[config.mk]
export PLATFORM = sky130hd
export DESIGN_NAME = color_input_encoder
export DESIGN_NICKNAME = d
export VERILOG_FILES = /design/src/rtl/color_pkg.sv /design/src/rtl/tick_gen.sv /design/src/rtl/color_input_encoder.sv
export SDC_FILE = /design/constraint.sdc
export NUM_CORES = 1
export LEC_CHECK = 0
export CORE_MARGIN = 2
export CORE_UTILIZATION = 58
export CTS_CLUSTER_SIZE = 12
export DETAILED_ROUTE_END_ITERATION = 6
export PLACE_DENSITY = 0.78
export SLEW_MARGIN = 20
export SYNTH_ARGS = -nofsm -noshare
export SYNTH_HDL_FRONTEND = slang
export SYNTH_SLANG_ARGS = --single-unit
[constraint.sdc]
create_clock -name clk -period 2.77 [get_ports clk]
set_clock_uncertainty 0.05 [all_clocks]
set_input_delay 0.4155 -clock clk [delete_from_list [all_inputs] [get_ports clk]]
set_output_delay 0.4155 -clock clk [all_outputs]
set_load 0.01 [all_outputs]
[src/rtl/color_pkg.sv]
// Shared definitions for the colour-sequence input path: colour codes,
// input FSM state encoding and the button-to-colour encoder.
package color_pkg;

    localparam int unsigned CODE_W = 3;
    localparam int unsigned BTN_W  = 4;

    // Colour codes as seen on the game FSM's colour input
    localparam logic [CODE_W-1:0] RED    = 3'd0;
    localparam logic [CODE_W-1:0] GREEN  = 3'd1;
    localparam logic [CODE_W-1:0] BLUE   = 3'd2;
    localparam logic [CODE_W-1:0] YELLOW = 3'd3;
    localparam logic [CODE_W-1:0] NULL   = 3'd4;

    // Input FSM states
    localparam logic [1:0] IDLE     = 2'd0;
    localparam logic [1:0] DEBOUNCE = 2'd1;
    localparam logic [1:0] PRESSED  = 2'd2;
    localparam logic [1:0] RELEASE  = 2'd3;

    // Map a one-hot button vector to its colour; anything else maps to NULL
    function automatic logic [CODE_W-1:0] onehot_to_code(input logic [BTN_W-1:0] oh);
        logic [CODE_W-1:0] code;
        case (oh)
            4'b0001: code = RED;
            4'b0010: code = GREEN;
            4'b0100: code = BLUE;
            4'b1000: code = YELLOW;
            default: code = NULL;
        endcase
        return code;
    endfunction

endpackage

[src/rtl/tick_gen.sv]
// Free-running sampling tick: one-clk pulse every COUNT_MAX clocks.
// The counter wraps silently; tick is a decode of the counter register.
module tick_gen #(
    parameter int unsigned COUNT_MAX = 800000
) (
    input  logic clk,
    input  logic reset,
    output logic tick
);

    localparam int unsigned CNT_W = (COUNT_MAX > 1) ? $clog2(COUNT_MAX) : 1;
    localparam logic [CNT_W-1:0] CNT_LAST = CNT_W'(COUNT_MAX - 1);

    logic [CNT_W-1:0] r_cnt;

    assign tick = (r_cnt == CNT_LAST);

    // Count 0..COUNT_MAX-1, wrapping on the tick cycle
    always_ff @(posedge clk or negedge reset) begin
        if (!reset) begin
            r_cnt <= '0;
        end else if (tick) begin
            r_cnt <= '0;
        end else begin
            r_cnt <= r_cnt + CNT_W'(1);
        end
    end

endmodule

[src/rtl/color_input_encoder.sv]
// Player-input front end: synchronises and debounces the four colour
// buttons, encodes a single accepted press into a colour code and flags
// multi-button presses. Optional response-window timer is built only when
// COLOR_IN_TIMEOUT_EN is defined; otherwise arm is ignored and timeout is 0.
module color_input_encoder
    import color_pkg::*;
#(
    parameter int unsigned COUNT_MAX = 800000,
    parameter int unsigned DEB_TICKS = 3,
    parameter int unsigned TIME_IN   = 50,
    parameter int unsigned IN_BITS   = 2
) (
    input  logic               clk,
    input  logic               reset,
    input  logic [3:0]         btn,
    input  logic               arm,
    output logic [IN_BITS:0]   color,
    output logic               color_valid,
    output logic               multi_err,
    output logic               timeout
);

    localparam int unsigned CW    = IN_BITS + 1;
    localparam int unsigned DEB_W = $clog2(DEB_TICKS + 1);
    localparam logic [DEB_W-1:0] DEB_LAST = DEB_W'(DEB_TICKS);
    localparam logic [CW-1:0]    C_NULL   = CW'(NULL);

    logic [3:0]       r_sync1;
    logic [3:0]       r_sync2;
    logic             w_tick;
    logic [3:0]       w_sbtn;

    logic [1:0]       r_state;
    logic [3:0]       r_cand;
    logic [DEB_W-1:0] r_deb;

    logic [1:0]       w_state_nxt;
    logic [3:0]       w_cand_nxt;
    logic [DEB_W-1:0] w_deb_nxt;
    logic [CW-1:0]    w_color_nxt;
    logic             w_cv_nxt;
    logic             w_me_nxt;
    logic             w_enter;
    logic [3:0]       w_enter_cand;
    logic             w_accept;

    // Two-flop synchroniser for the asynchronous buttons
    always_ff @(posedge clk or negedge reset) begin
        if (!reset) begin
            r_sync1 <= '0;
            r_sync2 <= '0;
        end else begin
            r_sync1 <= btn;
            r_sync2 <= r_sync1;
        end
    end

    assign w_sbtn = r_sync2;

    tick_gen #(
        .COUNT_MAX (COUNT_MAX)
    ) u_tick_gen (
        .clk   (clk),
        .reset (reset),
        .tick  (w_tick)
    );

    // FSM state and registered outputs
    always_ff @(posedge clk or negedge reset) begin
        if (!reset) begin
            r_state     <= IDLE;
            r_cand      <= '0;
            r_deb       <= '0;
            color       <= C_NULL;
            color_valid <= 1'b0;
            multi_err   <= 1'b0;
        end else begin
            r_state     <= w_state_nxt;
            r_cand      <= w_cand_nxt;
            r_deb       <= w_deb_nxt;
            color       <= w_color_nxt;
            color_valid <= w_cv_nxt;
            multi_err   <= w_me_nxt;
        end
    end

    // Next-state logic; everything advances only on a sampling tick
    always_comb begin
        w_state_nxt  = r_state;
        w_cand_nxt   = r_cand;
        w_deb_nxt    = r_deb;
        w_color_nxt  = color;
        w_cv_nxt     = 1'b0;
        w_me_nxt     = 1'b0;
        w_enter      = 1'b0;
        w_enter_cand = r_cand;
        w_accept     = 1'b0;

        if (w_tick) begin
            case (r_state)
                IDLE: begin
                    w_color_nxt = C_NULL;
                    if (w_sbtn != 4'd0) begin
                        w_cand_nxt = w_sbtn;
                        w_deb_nxt  = DEB_W'(1);
                        if (DEB_TICKS <= 1) begin
                            w_enter      = 1'b1;
                            w_enter_cand = w_sbtn;
                        end else begin
                            w_state_nxt = DEBOUNCE;
                        end
                    end
                end
                DEBOUNCE: begin
                    if (w_sbtn == 4'd0) begin
                        // glitch rejected, nothing reported
                        w_state_nxt = IDLE;
                        w_deb_nxt   = '0;
                    end else if (w_sbtn != r_cand) begin
                        w_cand_nxt = w_sbtn;
                        w_deb_nxt  = DEB_W'(1);
                    end else if ((r_deb >= DEB_LAST) ||
                                 (r_deb + DEB_W'(1) == DEB_LAST)) begin
                        w_deb_nxt    = DEB_LAST;
                        w_enter      = 1'b1;
                        w_enter_cand = r_cand;
                    end else begin
                        w_deb_nxt = r_deb + DEB_W'(1);
                    end
                end
                PRESSED: begin
                    if (w_sbtn == 4'd0) begin
                        w_deb_nxt = DEB_W'(1);
                        if (DEB_TICKS <= 1) begin
                            w_state_nxt = IDLE;
                            w_color_nxt = C_NULL;
                        end else begin
                            w_state_nxt = RELEASE;
                        end
                    end
                end
                RELEASE: begin
                    if (w_sbtn != 4'd0) begin
                        // bounce during release: back to held, no new pulse
                        w_state_nxt = PRESSED;
                    end else if ((r_deb >= DEB_LAST) ||
                                 (r_deb + DEB_W'(1) == DEB_LAST)) begin
                        w_deb_nxt   = DEB_LAST;
                        w_state_nxt = IDLE;
                        w_color_nxt = C_NULL;
                    end else begin
                        w_deb_nxt = r_deb + DEB_W'(1);
                    end
                end
                default: begin
                    w_state_nxt = IDLE;
                    w_color_nxt = C_NULL;
                end
            endcase

            // PRESSED entry: encode a single button, flag anything else
            if (w_enter) begin
                w_state_nxt = PRESSED;
                w_accept    = 1'b1;
                if ($onehot(w_enter_cand)) begin
                    w_color_nxt = CW'(onehot_to_code(w_enter_cand));
                    w_cv_nxt    = 1'b1;
                end else begin
                    w_color_nxt = C_NULL;
                    w_me_nxt    = 1'b1;
                end
            end
        end
    end

`ifdef COLOR_IN_TIMEOUT_EN
    localparam int unsigned TIN_W = $clog2(TIME_IN + 1);
    localparam logic [TIN_W-1:0] TIN_LAST = TIN_W'(TIME_IN);

    logic [TIN_W-1:0] r_tin;
    logic             r_armed;

    // Response window: arm (re)opens it and wins over an acceptance
    always_ff @(posedge clk or negedge reset) begin
        if (!reset) begin
            r_tin   <= '0;
            r_armed <= 1'b0;
            timeout <= 1'b0;
        end else begin
            timeout <= 1'b0;
            if (arm) begin
                r_tin   <= '0;
                r_armed <= 1'b1;
            end else if (w_accept) begin
                r_armed <= 1'b0;
            end else if (w_tick && r_armed) begin
                if (r_tin + TIN_W'(1) >= TIN_LAST) begin
                    r_tin   <= TIN_LAST;
                    r_armed <= 1'b0;
                    timeout <= 1'b1;
                end else begin
                    r_tin <= r_tin + TIN_W'(1);
                end
            end
        end
    end
`else
    logic [1:0] w_unused;

    assign w_unused = {arm, w_accept};
    assign timeout  = 1'b0;
`endif

endmodule

==> results.json <==
{
  "status": "finished clean",
  "crit_path_end_kind": "flip-flop",
  "grt_pass1_vias": 1401,
  "cp-start-kind": "flip-flop",
  "crit_family": "adder cells",
  "dieArea_um2": 3890,
  "die_w_um": 62.4,
  "stdcell_count": 246,
  "period_share_pct": 88.5,
  "wl_mm": 3.33,
  "clk_pin_slew_worst_paths_ns": 0.12,
  "row_count": 21,
  "cpPeakStageDelay_ns": 0.54,
  "leakage_nw": 1.02,
  "initial_utilization_pct": 59.8,
  "final_hold_viol_count": 0,
  "rsz0062_at_grt": "false",
  "cp_num_cells": 9,
  "gr-total-overflow": 0,
  "avgSynthCellArea_um2": 10.7,
  "track_usage_pct": 19.7,
  "reg2reg_from": "r_cand[0]",
  "syn-cell-area_um2": 1980,
  "design_area_um2": 2220,
  "ant_nets": 0,
  "dpl.cell_count": 238,
  "synth_cell_types": 42,
  "synthToLayoutAreaGrowth_pct": 12.0,
  "crit_chain": "inv_1 -> fa_1 -> inv_1 -> ha_1 -> ha_1 -> nor3b_2 -> nand4_1 -> nor3_1 -> mux2_2",
  "nets": 213,
  "cp.arrival_ns": 2.71,
  "htreeDepth": 2,
  "final_cell_mix": "dfrtp_1 (40), nand2_1 (20), nor2_1 (18), xor2_1 (11), xnor2_1 (10)",
  "clk_latency_ns": 0.36,
  "grt_pass1_wl_mm": 6.02,
  "critPathKind": "reg -> reg",
  "p_per_area_nw_per_um2": 470,
  "ff2ff_path_depth": 9,
  "drv_cap": 0,
  "postCtsHoldBufs": 0,
  "final_common_cell": "dfrtp_1",
  "synth_nets": 199,
  "hpwl_mm": 2.43,
  "setup_viol": 0,
  "worstPathRequired_ns": 3.03,
  "clock_path_buffers": 2,
  "crit_buf_inv": 2,
  "die_h_um": 62.4,
  "cts.sinks": 41,
  "ys_ff_latch": 41,
  "crit_fanout": 4,
  "synthCells": 185,
  "min_path_type": "in -> async",
  "dpl_cell_area_um2": 2120,
  "core_um2": 3310,
  "diodes": 0,
  "max_slew_margin_pct": 42.2,
  "grt_max_degree": 42,
  "peakVddDrop_mv": 0.371,
  "drc": 0,
  "io_buffers": 10,
  "vias": 1365,
  "cts_tree": "built",
  "drv_slew": 0,
  "worst_slew_pin_slew_ns": 0.867,
  "postLayoutCoreUtil_pct": 66.9,
  "via_per_inst": 5.55,
  "period_needed_ns": 2.45,
  "critPathLaunch": "r_cand[0]",
  "drtIter0Drc": 74,
  "numCtsBuffers": 5,
  "cp_slowest_cell": "fa_1",
  "yosysSeqAreaShare_pct": 51.9,
  "cts-root-buf": "clkbuf_4",
  "fin_setup_tns_ns": 0,
  "fmax_ghz": 0.408,
  "io_pins": 13,
  "drive_gt1_share_pct": 10.0,
  "gp_congestion": 0.821,
  "ff2ff_setup_slack_ns": 0.32,
  "antenna_found_initial": 0,
  "routedWlPerCell_um": 13.6,
  "yosys_warnings": 0,
  "r2r_end": "color[0]",
  "drt_first_pass_iters": 4
}
## kinds of logic (layout without fill, tap and decap cells)
family,count (synthesis),after routing,share of synthesized area (%)
and+or+nand+nor,79,79,21.5
xor gates and xnor gates,21,21,9.30
AOI/OAI and AO/OA,17,17,5.31
other,1,1,0.190
adders and majority gates,7,7,4.81
muxes,8,8,4.43
buffers and inverters,11,26,2.53
DFF,41,41,51.9
## worst max path at each step
stage | to | slack (ns)
2_1_floorplan | color[0] | 0.40
3_3_place_gp | color[0] | 0.25
3_5_place_dp | color[0] | 0.22
4_1_cts | color[0] | 0.20
5_1_grt | color[0] | 0.11
6_report | color[0] | 0.32
## power by group
group	total [W]	internal, W	switching [W]
Sequential	0.000608	0.000604	0.00000388
Combinational	0.0000242	0.00000816	0.0000161
Clock	0.000410	0.000214	0.000196
## flip-flops by register name, summed over array words and instances, names as in the netlist
signal	flops
u_tick_gen.r_cnt	20
color	3
r_cand	4
color_valid	1
r_sync1	4
r_state	2
r_sync2	4
r_deb	2
multi_err	1
## metrics by stage
| stage | hold slack (ns) | power [W] | setup WS, ns |
|---|---|---|---|
| after floorplan | 0.0699 | 0.000626 | 0.404 |
| after global placement | 0.282 | 0.000644 | 0.247 |
| after detailed placement | 0.290 | 0.000645 | 0.216 |
| after CTS | 0.132 | 0.00105 | 0.203 |
| after global routing | 0.171 | 0.00109 | 0.110 |
| final | 0.103 | 0.00104 | 0.319 |
## cell usage after synthesis (all sizes together)
cell type	number	area (µm²)
dfrtp	40	1000
nand2	20	75.1
nor2	18	67.6
xor2	11	96.3
nand3	10	55.1
xnor2	10	87.6
and3	7	43.8
a31oi	6	37.5
ha	6	75.1
mux2	6	67.6
inv	5	18.8
nor3	5	36.3
and2	4	25.0
buf	4	23.8
o21ai	4	20.0
a21oi	3	15.0
nand4	3	18.8
and4	2	17.5
clkbuf	2	7.51
mux2i	2	20.0
nor3b	2	15.0
nor4	2	18.8
or4	2	18.8
a21o	1	7.51
a311o	1	10.0
conb	1	3.75
dfstp	1	26.3
fa	1	20.0
nand4b	1	8.76
nor2b	1	6.26
nor4b	1	8.76
o211ai	1	7.51
o31ai	1	7.51
or4b	1	10.0
## routing by layer
metal  part of all wire [%]  up-vias  global-route usage [%]
met5                      0        -                       0
met4                    2.6        0                    10.6
met3                    3.8        9                    5.41
met2                     47       27                    30.6
met1                     46      660                    25.2
li1                       -      669                       -
## what timing repair did
item,CTS,global route
setup buffers,0,0
gates resized for setup,0,1
endpoints found under the setup margin,0,1
## cell type report
cell class | instances | area, µm²
clock buffers | 6 | 51.3
clock inverters | 2 | 37.5
fillers | 260 | 1090
inverters | 5 | 18.8
multi-input cells | 133 | 906
flip-flops and latches | 41 | 1030
well taps | 46 | 57.6
repair buffers | 13 | 118
Note: power is estimated with default switching activity, not from simulation.
